`src/rtl/avmm_capture_pkg.sv`:
```
// Shared constants for the Avalon-MM capture slave: register offsets and default ID.
package avmm_capture_pkg;
   localparam logic [1:0]  OFF_SCRATCH  = 2'd0;
   localparam logic [1:0]  OFF_WRCOUNT  = 2'd1;
   localparam logic [1:0]  OFF_LASTDATA = 2'd2;
   localparam logic [1:0]  OFF_ID       = 2'd3;
   localparam logic [31:0] ID_DEFAULT   = 32'hC0DE_0001;
endpackage

```
`src/rtl/avmm_wait_gen.sv`:
```
// Wait-state generator: holds waitrequest for WAIT_STATES cycles per transfer,
// then emits a one-cycle completion strobe.
module avmm_wait_gen #(
   parameter int unsigned WAIT_STATES = 2
) (
   input  logic clk,
   input  logic reset_n,
   input  logic i_req,
   output logic o_waitrequest,
   output logic o_complete
);
   localparam logic [3:0] LP_WS = 4'(WAIT_STATES);

   logic [3:0] r_cnt;

   assign o_waitrequest = i_req && (r_cnt != LP_WS);
   assign o_complete    = i_req && !o_waitrequest;

   // Restart from zero after every completion so a held request becomes a new transfer.
   always_ff @(posedge clk or negedge reset_n) begin
      if (!reset_n)
         r_cnt <= '0;
      else if (!i_req || o_complete)
         r_cnt <= '0;
      else
         r_cnt <= r_cnt + 4'd1;
   end
endmodule

```
`src/rtl/avmm_capture_slave.sv`:
```
// Avalon-MM slave with scratch, write counter, last-write capture and ID registers.
module avmm_capture_slave
   import avmm_capture_pkg::*;
#(
   parameter int unsigned WAIT_STATES = 2,
   parameter logic [31:0] ID_VALUE    = ID_DEFAULT
) (
   input  logic        clk,
   input  logic        reset_n,
   input  logic [1:0]  address,
   input  logic        read,
   input  logic        write,
   input  logic [31:0] writedata,
   input  logic [3:0]  byteenable,
   output logic [31:0] readdata,
   output logic        waitrequest
);
   logic [31:0] r_scratch;
   logic [31:0] r_wrcount;
   logic [31:0] r_lastdata;
   logic        w_complete;
   logic        w_wr_commit;
   logic        w_rd_commit;
   logic [31:0] w_rdata;

   avmm_wait_gen #(.WAIT_STATES(WAIT_STATES)) u_wait_gen (
      .clk           (clk),
      .reset_n       (reset_n),
      .i_req         (read | write),
      .o_waitrequest (waitrequest),
      .o_complete    (w_complete)
   );

   // A simultaneous read and write is handled as a write only.
   assign w_wr_commit = w_complete && write;
   assign w_rd_commit = w_complete && read && !write;

   always_ff @(posedge clk or negedge reset_n) begin
      if (!reset_n) begin
         r_scratch  <= '0;
         r_wrcount  <= '0;
         r_lastdata <= '0;
      end else if (w_wr_commit) begin
         r_lastdata <= writedata;
         if (address == OFF_SCRATCH) begin
            for (int b = 0; b < 4; b++)
               if (byteenable[b])
                  r_scratch[8*b +: 8] <= writedata[8*b +: 8];
         end
         if (address == OFF_WRCOUNT)
            r_wrcount <= '0;
         else if (r_wrcount != 32'hFFFF_FFFF)
            r_wrcount <= r_wrcount + 32'd1;
      end
   end

   always_comb begin
      w_rdata = '0;
      case (address)
         OFF_SCRATCH:  w_rdata = r_scratch;
         OFF_WRCOUNT:  w_rdata = r_wrcount;
         OFF_LASTDATA: w_rdata = r_lastdata;
         OFF_ID:       w_rdata = ID_VALUE;
         default:      w_rdata = '0;
      endcase
   end

   assign readdata = w_rd_commit ? w_rdata : 32'd0;
endmodule

```
`config.mk`:
```
export PLATFORM = sky130hd
export DESIGN_NAME = avmm_capture_slave
export DESIGN_NICKNAME = d
export VERILOG_FILES = /design/src/rtl/avmm_capture_pkg.sv /design/src/rtl/avmm_wait_gen.sv /design/src/rtl/avmm_capture_slave.sv
export SDC_FILE = /design/constraint.sdc
export NUM_CORES = 1
export LEC_CHECK = 0
export BUFFER_PORTS_ARGS = -buffer_cell sky130_fd_sc_hd__buf_2
export CAP_MARGIN = 15
export CELL_PAD_IN_SITES_DETAIL_PLACEMENT = 0
export CELL_PAD_IN_SITES_GLOBAL_PLACEMENT = 1
export CORE_MARGIN = 8
export CORE_UTILIZATION = 45
export CTS_CLUSTER_SIZE = 12
export DETAILED_ROUTE_END_ITERATION = 16
export PLACE_DENSITY = 0.77
export SKIP_LAST_GASP = 1
export SYNTH_ARGS = -nofsm -noshare
export SYNTH_HDL_FRONTEND = slang
export SYNTH_SLANG_ARGS = --single-unit
export TNS_END_PERCENT = 100
```
`constraint.sdc`:
```
create_clock -name clk -period 4.6 [get_ports clk]
set_input_delay 0.92 -clock clk [delete_from_list [all_inputs] [get_ports clk]]
set_output_delay 0.92 -clock clk [all_outputs]
set_load 0.03 [all_outputs]
```
==> summary.md <==
| Metric | Value |
|---|---|
| Final clock skew | 0.00745 ns |
| Initial antenna violation count | 0 |
| Top Ports | 75 |
| VDD IR max | between 200 and 300 µV |
| Std-Cell Rows | 40 |
| Yosys cell types | 58 |
| Measured slew at the worst slew-check pin | ~1.0 ns |
| CP startpoint kind | input port |
| First-pass GRT wire length | 24.9 mm |
| Die extent in y | 126 µm |
| Vias per cell | a little under 6 |
| CTS sink cnt | 100 |
| Power Total | a little under 3 mW |
| Worst hold start | r_lastdata[28] |
| Hold-fix buffers, CTS | 0 |
| Power density cells | approximately 460 mW/mm² |
| Largest net degree at the start of global routing | 79 |
| Layout area overhead | 15.2% |
| PortBufs | 74 |
| Status | complete, no violations |
| Post-synthesis instance total | roughly 600 |
| Drt total wl | approximately 15 mm |
| Syn_area_per_cell | 9.12 µm² |
| Worst endpoint required time | roughly 3.7 ns |
| Worst Hold Class | reg2reg |
| Seq/Total Area, Yosys | ~46% |
| Nets@finish | between 700 and 800 |
| Most frequent cells in the layout | nand2_1 (120), dfrtp_1 (100), nor2_1 (74), buf_2 (73), mux2_2 (40) |
| Root Driver | clkbuf_16 |
| Most common cell after layout, fill and taps aside | nand2_1 |
| Register bit count reported by yosys | 100 |
| Number of max-slew violations in the final report | 0 |
| Post-Syn Nets | about 640 |
| Layout cell share with drive strength beyond 1 | a little under a quarter |
| R2R Path Start | r_wrcount[0] |
| Most frequent CP cell | buf_2 |
| Vias in the first global route | ~4,800 |
| Fill cells | 1,102 |
| Unrepaired setup endpoints after global routing | false |
| GRT Residual Overflow | 0 |
| Non-Filler Instances | roughly 810 |
| Main synth FF type | dfrtp_1 |
| Drt drc | 0 |
| Crit path buf inv count | 3 |
| Relative slew slack | around 32% |
| Max Freq | between 0.2 and 0.3 GHz |
| Ys async rst share | between 90% and 100% |
| Clock Latency Late Sink | approximately 0.35 ns |
| Synthesized area | about 0.0055 mm² |
| Die area | between 0.015 and 0.02 mm² |
| Final setup margin | approximately 1.1 ns |
| CTS Buf Count | 9 |
| Clk buf depth | 2 |
| Final setup violation count | 0 |
| Final antenna-violating net count | 0 |
| Setup crit end kind | output port |
| Setup bufs post-CTS | 0 |
| Setup CP Type | in2out |
| Final period util | roughly three quarters |
| Setup tns final | 0 ns |
| Setup crit start | address[0] |
| CTS tree | built |
| Sequential cell area | 0.00250 mm² |
| Final instance area | approximately 0.0063 mm² |
| Wire per inst | around 19 µm |
| Resize count post-CTS | 0 |
| Detailed Routing Iterations Pass 1 | 5 |
| Cell at the slowest stage of the critical path | buf_4 |
| Initial core utilization | approximately 46% |
| CP Max Fanout | 25 |
| Critical path arrival | roughly 2.6 ns |
| Final Core Density | between 50% and 60% |
| Pre-CTS setup slack | between 1 and 1.5 ns |
| Die Wd | 126 µm |
| Placed Area | 0.00596 mm² |
| Hold WS | ~0.48 ns |
| H-tree depth | 3 |
| Crit path max-delay family | buffers and inverters |
| Crit path time final | between 3 and 4 ns |
| Clock Pin Slew Worst Setup and Hold Paths | 0.06 ns |
| Iteration-0 DRC Markers | 380 |
| GRT Total Usage | about a fifth |
| DP Wirelength | between 10 and 15 mm |
| Vias post-DR | ~4,800 |
| GP Congestion | a little over 0.8 |
| Crit-path cells | buf_2 > buf_4 > nand2b_1 > o22ai_1 > nor2_1 > buf_2 |
| CP peak stage delay | between 0.4 and 0.5 ns |
| ANT cells | 0 |
| Pleak | 3.08 nW |
| Number of maximum-capacitance violations | 0 |
| Multi-input gate area | 0.00277 mm² |
| Core area | about 0.012 mm² |
| Number of synthesized flops with an enable pin | 0 |
| Syn. warnings | 0 |
| Dpl cells | 796 |
| Fin. Hold Viols | 0 |
## Yosys cell counts (all sizes together) (3+ instances only)
cell	count	area, µm²
a21o	5	37.5
a21oi	35	179
a31oi	21	144
a41oi	4	35.0
and3	10	62.6
and4	4	35.0
buf	15	86.3
clkbuf	22	82.6
dfrtp	100	2500
ha	3	37.5
inv	9	33.8
mux2	42	473
mux2i	23	230
nand2	120	450
nand2b	3	18.8
nand3	24	125
nand4	10	83.8
nor2	74	278
nor3	9	45.0
nor4	9	108
o211ai	3	22.5
o21ai	16	80.1
o22ai	9	56.3
or4	3	26.3
## flip-flops by register name, indices dropped and copies added (netlist names)
| name | count |
|---|---|
| r_lastdata | 32 |
| r_scratch | 32 |
| r_wrcount | 32 |
| u_wait_gen.r_cnt | 4 |
## final cells by class
type / instances / area share (%)
sequential: 100 / 39.8
multi-input combinational: 453 / 44.0
clock inverter: 6 / 1.77
tap: 147 / 2.92
inverter: 9 / 0.537
clock buffer: 9 / 3.58
timing repair buffer: 87 / 7.48
## routing by layer
metal  GRT usage, %  wire [µm]  vias up
li1               -          -     2246
met1           26.6       7220     2364
met2           29.3       6800      137
met3           3.63        840       15
met4           6.86        188        0
met5              0          0        -
## where the power goes
group	leakage, nW	switching [mW]	internal (mW)
registers	1.31	0.190	1.15
logic	1.61	0.384	0.298
clock network	0.162	0.339	0.530
## logic make-up (layout without fill, tap and decap cells)
family	count (synthesis)	after routing	share of synthesized area (%)
compound gates	110	110	13.0
simple gates	273	273	23.6
flops	100	100	45.8
fa+ha+maj	3	3	0.687
buf+inv	46	111	3.71
xor+xnor	2	2	0.321
mux	65	65	12.9
## worst paths after layout
kind,end,slack [ns],cells past startpoint
max,readdata[20],1.10,6
max reg2reg,r_wrcount[0],1.83,6
max in group asynchronous,r_scratch[28],2.97,2
min,r_lastdata[28],0.48,2
min reg2reg,r_lastdata[28],0.48,2
min in group asynchronous,r_lastdata[5],0.74,1
## worst reg2reg max path, stage by stage (launching register included)
cell	delay, ns
dfrtp_1	0.45
ha_1	0.26
nand4_1	0.20
nor2_1	0.44
nand4_1	0.61
o21ai_1	0.52
mux2_2	0.23
Power figures use the tool's default switching activity.
